### src/rtl/keypad_time_loader.sv
// Keypad front end for the cook-time counter chain: collects M:S:S digits, issues the preset load, then gates counting.
// Optional build macro SEC_TENS_CLAMP_EN: clamp an out-of-range seconds-tens digit to 5 on start instead of rejecting it.
module keypad_time_loader #(
  parameter int DIGITS = 3
) (
  input  logic       clock,
  input  logic       clrn,
  input  logic       key_valid,
  input  logic [3:0] key_digit,
  input  logic       start,
  input  logic       cancel,
  input  logic       timer_zero,
  output logic [3:0] min_data,
  output logic [3:0] sec_tens_data,
  output logic [3:0] sec_ones_data,
  output logic       loadn,
  output logic       cnt_en,
  output logic [1:0] digit_count,
  output logic       entry_error
);

  typedef enum logic [1:0] {IDLE, ENTRY, LOAD, RUN} state_t;

  localparam logic [1:0] MAX_CNT = 2'(DIGITS);

  state_t state;
  logic   first_run;
  logic   key_ok;
  logic   key_only;

  assign key_ok   = (key_digit <= 4'd9);
  // A key is only considered when neither higher-priority request is present.
  assign key_only = key_valid && !cancel && !start;

  always_ff @(posedge clock or negedge clrn) begin
    if (!clrn) begin
      state         <= IDLE;
      first_run     <= 1'b0;
      min_data      <= 4'd0;
      sec_tens_data <= 4'd0;
      sec_ones_data <= 4'd0;
      loadn         <= 1'b1;
      cnt_en        <= 1'b0;
      digit_count   <= 2'd0;
      entry_error   <= 1'b0;
    end else begin
      entry_error <= 1'b0;
      loadn       <= 1'b1;
      case (state)
        IDLE: begin
          cnt_en <= 1'b0;
          if (key_only) begin
            if (key_ok) begin
              min_data      <= sec_tens_data;
              sec_tens_data <= sec_ones_data;
              sec_ones_data <= key_digit;
              digit_count   <= 2'd1;
              state         <= ENTRY;
            end else begin
              entry_error <= 1'b1;
            end
          end
        end

        ENTRY: begin
          if (cancel) begin
            min_data      <= 4'd0;
            sec_tens_data <= 4'd0;
            sec_ones_data <= 4'd0;
            digit_count   <= 2'd0;
            state         <= IDLE;
          end else if (start) begin
            if (sec_tens_data <= 4'd5) begin
              state <= LOAD;
            end else begin
`ifdef SEC_TENS_CLAMP_EN
              sec_tens_data <= 4'd5;
              state         <= LOAD;
`else
              entry_error <= 1'b1;
`endif
            end
          end else if (key_valid) begin
            if (key_ok) begin
              min_data      <= sec_tens_data;
              sec_tens_data <= sec_ones_data;
              sec_ones_data <= key_digit;
              if (digit_count != MAX_CNT)
                digit_count <= digit_count + 2'd1;
            end else begin
              entry_error <= 1'b1;
            end
          end
        end

        // Output pulse is registered here, so loadn is low for the cycle after LOAD.
        LOAD: begin
          loadn <= 1'b0;
          if (cancel) begin
            min_data      <= 4'd0;
            sec_tens_data <= 4'd0;
            sec_ones_data <= 4'd0;
            digit_count   <= 2'd0;
            state         <= IDLE;
          end else begin
            first_run <= 1'b1;
            state     <= RUN;
            if (key_only && !key_ok)
              entry_error <= 1'b1;
          end
        end

        RUN: begin
          first_run <= 1'b0;
          // timer_zero is stale on the first RUN edge: the counters are loading then.
          if (cancel || (timer_zero && !first_run)) begin
            min_data      <= 4'd0;
            sec_tens_data <= 4'd0;
            sec_ones_data <= 4'd0;
            digit_count   <= 2'd0;
            cnt_en        <= 1'b0;
            state         <= IDLE;
          end else begin
            cnt_en <= 1'b1;
          end
        end

        default: state <= IDLE;
      endcase
    end
  end

endmodule

### config.mk
export PLATFORM = sky130hd
export DESIGN_NAME = keypad_time_loader
export DESIGN_NICKNAME = d
export VERILOG_FILES = /design/src/rtl/keypad_time_loader.sv
export SDC_FILE = /design/constraint.sdc
export NUM_CORES = 1
export LEC_CHECK = 0
export BUFFER_PORTS_ARGS = -buffer_cell sky130_fd_sc_hd__buf_2
export CAP_MARGIN = 0
export CORE_AREA = 3 3 55 57
export CTS_CLUSTER_SIZE = 20
export DETAILED_ROUTE_END_ITERATION = 8
export DIE_AREA = 0 0 58 60
export GPL_ROUTABILITY_DRIVEN = 0
export PLACE_DENSITY_LB_ADDON = 0.3
export REMOVE_ABC_BUFFERS = 1
export SLEW_MARGIN = 20
export SYNTH_ARGS = -nofsm -noshare
export SYNTH_HDL_FRONTEND = slang
export SYNTH_SLANG_ARGS = --single-unit
### constraint.sdc
create_clock -name clock -period 4.7 [get_ports clock]
set_input_delay 0 -clock clock [delete_from_list [all_inputs] [get_ports clock]]
set_output_delay 0 -clock clock [all_outputs]
set_load 0.01 [all_outputs]
==> results of run 1 <==
==> registers in the layout, summed over array words and instances, names as in the netlist <==
| signal | count |
|---|---|
| first_run | 1 |
| sec_ones_data | 4 |
| min_data | 4 |
| sec_tens_data | 4 |
| loadn | 1 |
| cnt_en | 1 |
| state | 2 |
| entry_error | 1 |
| digit_count | 2 |
==> per-layer routing <==
metal	up-vias	global-route usage
li1	386	-
met1	355	0.157
met2	24	0.206
met3	2	0.0389
met4	0	0.0364
met5	-	0
==> critical path, cell delays in order, from the launching register on <==
cell and delay, ps:
dfrtp_1 390, inv_1 90, ha_1 290, o21ba_2 250
o22ai_4 170, nand3_1 340, a22o_2 330
==> cells by family (layout without fill, tap and decap cells) <==
logic type | count (synthesis) | in the layout
flops | 20 | 20
mux | 4 | 4
simple gates | 15 | 15
compound gates | 31 | 31
fa+ha+maj | 6 | 6
buf+inv | 10 | 44
==> power by group through the flow <==
stage / clock [mW] / combinational, mW / sequential (mW)
finish: 0.139 / 0.337 / 0.286
detailed placement: 0 / 0.337 / 0.290
global route: 0.151 / 0.376 / 0.298
CTS: 0.142 / 0.341 / 0.287
global placement: 0 / 0.331 / 0.286
floorplan: 0 / 0.207 / 0.308
==> per-stage QoR <==
| step | hold slack (ps) | setup WS, ps | util |
|---|---|---|---|
| after floorplan | -296 | 2970 | - |
| after global placement | -31.8 | 2810 | 0.455 |
| after detailed placement | -26.7 | 2740 | 0.455 |
| after CTS | 57.6 | 2730 | 0.500 |
| after global routing | 69.4 | 2570 | 0.500 |
| final | 77.7 | 2760 | 0.500 |
==> synth_stat cells, types with 2 or more instances <==
master | number | share of area
a31oi_1 | 3 | 0.019
nor2_1 | 3 | 0.011
dfrtp_1 | 19 | 0.48
nand3_1 | 2 | 0.010
a21oi_1 | 2 | 0.010
nand2_1 | 3 | 0.011
mux2i_1 | 4 | 0.040
a22o_2 | 11 | 0.11
o21ai_0 | 8 | 0.040
ha_1 | 6 | 0.075
inv_1 | 8 | 0.030
nor3_1 | 2 | 0.010
a21o_1 | 2 | 0.015
==> final timing paths <==
path,from,endpoint
hold reg to reg,cnt_en$_DFFE_PN0P_,cnt_en$_DFFE_PN0P_
max in group asynchronous,clrn,loadn$_DFF_PN1_
min in group asynchronous,clrn,sec_ones_data[0]$_DFFE_PN0P_
hold / removal,cancel,digit_count[1]$_DFFE_PN0P_
setup / recovery,state[0]$_DFFE_PN0P_,min_data[1]$_DFFE_PN0P_
setup reg to reg,state[0]$_DFFE_PN0P_,min_data[1]$_DFFE_PN0P_
==> cell type report <==
type	count	share of cell area
multi-input cells	56	0.356
clock inverters	1	0.0238
inverters	8	0.0238
well taps	30	0.0298
clock buffers	3	0.0179
flip-flops and latches	20	0.398
repair buffers	32	0.151
==> cells in the final DEF, fill, tap and decap left out, types with 2 or more instances in the layout <==
cell type | synthesis | final
mux2i_1 | 4 | 4
dfrtp_1 | 19 | 19
ha_1 | 6 | 6
inv_1 | 8 | 8
clkbuf_4 | 0 | 3
nor2_1 | 3 | 3
a21o_1 | 2 | 2
a21oi_1 | 2 | 2
a31oi_1 | 3 | 3
buf_2 | 1 | 26
dlygate4sd3_1 | 0 | 6
a22o_2 | 11 | 11
nand3_1 | 2 | 2
nor3_1 | 2 | 2
o21ai_0 | 8 | 8
nand2_1 | 3 | 3
==> impl_metrics.csv, run 1 <==
group,metric,value,unit
power_and_ir_drop,peakVddDrop,0.411,mV
final_layout,fin_cells,150,
final_layout,nNetsFinal,137,
route,avgViaCountPerCell,5.11,
power_and_ir_drop,p_sw_frac,0.371,
grt,grt_use_total,0.125,
final_layout,final_layout_size_suffix_gt1_frac,0.392,
route,ant_nets,0,
clock_tree,clock-sinks,20,
yosys,synth_ff_type,"dfrtp_1",
power_and_ir_drop,intPower,0.480,mW
clock_tree,clock-root-buffer,"clkbuf_4",
grt,antenna_found_initial,0,
die,die_h,60,um
yosys,synth-seq-cells,20,
die,fp.dieW,58,um
yosys,avgSynthCellArea,11.6,um^2
yosys,yosysSeqAreaShare,0.503,
power_and_ir_drop,pwr-share-seq,0.375,
timing,fmax,0.514,GHz
final_layout,multi_input_area,449,um^2
timing,fin_skew,8.68,ps
power_and_ir_drop,power_density,605,mW/mm^2
clock_tree,clock_path_buffers,2,
yosys,yosys.area_share.adder,0.0753,
yosys,synth_top_family_by_area,"compound AO/OA/AOI/OAI gates",
route,wl_per_cell,13.5,um
timing,maxSlewViolCount,0,
timing,post-route-min-period,1940,ps
die,io-pin-count,27,
timing,setup_viol,0,
route,wl,2030,um
timing,worstMarginPinSlew,445,ps
critical_path,setup.worst_path.end_class,"register",
clock_tree,post_cts_buffers,0,
power_and_ir_drop,power_switching,0.283,mW
route,wl_met3,122,um
route,wl_met2,984,um
yosys,ys_types,26,
min_path,min_delay_path_depth,4,
timing,fin_crit_sh,0.414,
clock_tree,clk_latency,300,ps
power_and_ir_drop,p_total,0.762,mW
critical_path,critPathRequiredTime,4910,ps
route,met1_length,906,um
grt,grt_pass1_wl,3250,um
route,drtIter0Drc,17,
timing,fin_setup_tns,0,ps
place,dp_hpwl,1570,um
power_and_ir_drop,power.leakage,0.655,nW
power_and_ir_drop,clkPwrFrac,0.183,
final_layout,n_antenna_cell,0,
yosys,yosys-mux-area-fraction,0.0402,
die,core,0.00252,mm^2
clock_tree,cts_resized,0,
critical_path,worstSetupPathType,"reg -> reg",
clock_tree,numCtsBuffers,3,
yosys,synthSimpleGateAreaFrac,0.0841,
final_layout,seqCellArea,502,um^2
yosys,synth_edf_count,0,
final_layout,area_growth,26.5,%
grt,grt_pass1_vias,741,
place,io_buffers,26,
timing,timing_hold_violations_final,0,
die,start_util,0.395,
job,cap_violations,0,
route,dr.max_layer_used,"met4",
route,route.detailed.drc,0,
yosys,yosys.area_share.xor_xnor,0,
route,vias,767,
critical_path,crit_fanout,11,
clock_tree,cts.reportedPaths.clkPinSlew,120,ps
critical_path,crit_path_start_kind,"register",
grt,grt_max_degree,21,
timing,maxSlewHeadroom,0.703,
critical_path,r2r_cells,6,
critical_path,r2r_setup_slack,2760,ps
yosys,syn-cell-area,997,um^2
final_layout,finalInstanceArea,0.00126,mm^2
yosys,synth-compound-area-share,0.251,
place,dpl_cell_area,0.00115,mm^2
timing,grt_setup_unrepaired,"no",
min_path,hold_class,"in -> reg",
route,dr.pass1.iters,4,
yosys,synth_cells,86,
run_status,outcome,"finished clean",
yosys,synth-async-reset-ratio,1.00,
clock_tree,htree_levels,1,
clock_tree,cts_tree,"built",
die,dieArea,0.00348,mm^2
place,place_inst,140,
power_and_ir_drop,pwr-share-comb,0.442,
die,rows,18,
final_layout,nFillCells,246,
yosys,yosysWarnings,0,
clock_tree,cts_hold_buf,6,
critical_path,arrival,2150,ps
grt,grt-ovfl-total,0,
(Power assumes the default switching activity.)
==> run 2, diff against run 1 <==
- clock period: 4.7 -> 1.77 ns (I/O delays scaled with it)
==> run 2 against run 1 <==
Clock power grew to 2.7 times the previous value. First-iteration DRC count is 59% higher. Die area stayed put. Global-route usage is 1.6 points higher. Worst hold slack better by 9.0 ps. Flip-flop and latch count stayed put. Count of clock-buffer cells in the layout stayed put. Critical endpoint is now sec_ones_data[0]$_DFFE_PN0P_. Highest routed layer unchanged. Clock skew is 1.4 ps lower.
==> impl_metrics.csv, run 2 (synthesis gave the netlist of run 1 again) <==
group,metric,value,unit
critical_path,slowest_stage,"dfrtp_1",
timing,setup_viol,0,
critical_path,arrival,1930,ps
route,route.detailed.drc,0,
timing,grt_setup_unrepaired,"no",
place,dp_slack,56.4,ps
timing,worstMarginPinSlew,448,ps
critical_path,r2r-start,"state[1]$_DFFE_PN0P_",
grt,grt_use_total,0.141,
die,io-pin-count,27,
critical_path,critPathMaxStageDelay,410,ps
route,wl_per_cell,15.1,um
die,core,0.00252,mm^2
timing,maxSlewViolCount,0,
job,cap_violations,0,
run_status,outcome,"finished clean",
clock_tree,clock-sinks,20,
min_path,min_delay_path_depth,4,
critical_path,crit_fanout,6,
timing,fin_crit_sh,0.967,
min_path,holdPathEnd,"state[1]$_DFFE_PN0P_",
timing,fin_skew,7.25,ps
timing,timing_hold_violations_final,0,
min_path,hold_class,"in -> reg",
clock_tree,clock-root-buffer,"clkbuf_4",
route,vias,875,
timing,fin_setup_tns,0,ps
critical_path,worstSetupPathType,"reg -> reg",
critical_path,critPathRequiredTime,1990,ps
final_layout,finalInstanceArea,0.00140,mm^2
critical_path,r2r_setup_slack,60,ps
critical_path,critPathTopFamily,"compound AO/OA/AOI/OAI gates",
route,ant_nets,0,
place,place_inst,147,
final_layout,nNetsFinal,150,
grt,grt_pass1_vias,787,
critical_path,cp.depth,5,
clock_tree,numCtsBuffers,3,
die,dieArea,0.00348,mm^2
timing,setup_ws,58.5,ps
final_layout,layout_common_cells,"26 x buf_2, 19 x dfrtp_1, 11 x a22o_2",
clock_tree,htree_levels,1,
route,wl,2470,um
critical_path,setup.worst_path.end_class,"register",
route,dr.max_layer_used,"met4",
power_and_ir_drop,power_density,1630,mW/mm^2
route,avgViaCountPerCell,5.37,
timing,post-route-min-period,1710,ps
final_layout,largestRegisters,"min_data (4), sec_ones_data (4), sec_tens_data (4)",
route,wl_met3,134,um
place,dp_hpwl,1630,um
clock_tree,clock_path_buffers,2,
final_layout,n_antenna_cell,0,
die,rows,18,
timing,fmax,0.584,GHz
route,met1_length,1110,um
grt,grt-ovfl-total,0,
grt,grt_pass1_wl,3630,um
route,drtIter0Drc,27,
die,start_util,0.395,
die,fp.dieW,58,um
grt,antenna_found_initial,0,
place,io_buffers,26,
clock_tree,cts_tree,"built",
clock_tree,clk_latency,310,ps
min_path,min_from,"cancel",
power_and_ir_drop,power.leakage,0.727,nW
power_and_ir_drop,peakVddDrop,0.835,mV
route,wl_met2,1190,um
final_layout,final_common_cell,"buf_2",
grt,grt_max_degree,21,
final_layout,final_layout_size_suffix_gt1_frac,0.481,
die,die_h,60,um
route,dr.pass1.iters,4,
critical_path,r2r_cells,5,
final_layout,area_growth,39.9,%
clock_tree,cts.reportedPaths.clkPinSlew,120,ps
final_layout,fin_cells,163,
critical_path,reg2reg_to,"sec_ones_data[0]$_DFFE_PN0P_",
timing,holdWs,86.7,ps
critical_path,critPathBufInv,0,
place,dpl_cell_area,0.00121,mm^2
timing,maxSlewHeadroom,0.702,
critical_path,crit_path_start_kind,"register",
critical_path,crit_path_cell_trace,"ha_2 -> or2b_2 -> a21o_1 -> o2111a_2 -> a22o_2",
-- run 2: changes by cell type in the layout (fill, tap and decap cells not counted) --
cell and delta:
buf_6 +1, and4_1 -1, nor2b_2 +1, ha_2 +1, o21ai_0 -1, nor2b_1 -1
ha_1 -1, and4_4 +1, o2111a_1 +1, nand3_2 +1, o21ai_2 +1, buf_12 +1
nand3_1 -1, buf_4 +10
-- run 2: final cells by class --
cell class                      instances  area [um^2]
Inverter                                8         30.0
Clock buffer                            3         22.5
Timing Repair Buffer                   44          297
Sequential cell                        20          502
Multi-Input combinational cell         57          477
Tap cell                               30         37.5
Fill cell                             243         1130
Clock inverter                          1         30.0
-- run 2: worst reg2reg max path, stage by stage, from the launching register on --
cell and delay (ps):
dfrtp_1 410, ha_2 190, or2b_2 300, a21o_1 220, o2111a_2 230, a22o_2 270
-- run 2: worst max-delay path by stage --
stage / endpoint / slack [ps] / start
4_1_cts: min_data[2]$_DFFE_PN0P_ / 40 / state[1]$_DFFE_PN0P_
3_3_place_gp: sec_ones_data[0]$_DFFE_PN0P_ / 80 / state[1]$_DFFE_PN0P_
5_1_grt: sec_ones_data[0]$_DFFE_PN0P_ / 3 / state[0]$_DFFE_PN0P_
3_5_place_dp: min_data[2]$_DFFE_PN0P_ / 60 / state[1]$_DFFE_PN0P_
2_1_floorplan: sec_tens_data[1]$_DFFE_PN0P_ / 40 / state[0]$_DFFE_PN0P_
6_report: sec_ones_data[0]$_DFFE_PN0P_ / 60 / state[1]$_DFFE_PN0P_
-- run 2: where the power goes --
| part | internal, mW | switching (mW) | leakage, nW |
|---|---|---|---|
| Combinational | 0.566 | 0.568 | 0.436 |
| Clock | 0.229 | 0.150 | 0.0279 |
| Sequential | 0.631 | 0.126 | 0.263 |
| Total | 1.43 | 0.843 | 0.727 |
-- run 2: per-stage QoR --
stage	util	total power, mW
final	0.553	2.27
after floorplan	-	1.37
after detailed placement	0.481	1.79
after global routing	0.553	2.41
after CTS	0.526	2.19
after global placement	0.481	1.76
-- run 2: timing repair --
action                     4_1_cts  5_1_grt
setup buffers                    0        5
hold endpoints to repair        25        0
hold buffers                     6        0
resized for setup                0        8
setup endpoints to repair        0       14
-- run 2: metal layers --
layer | GRT usage | up-vias
met5 | 0 | -
met4 | 0.0497 | 0
met3 | 0.0389 | 4
met2 | 0.240 | 28
met1 | 0.170 | 430
li1 | - | 413
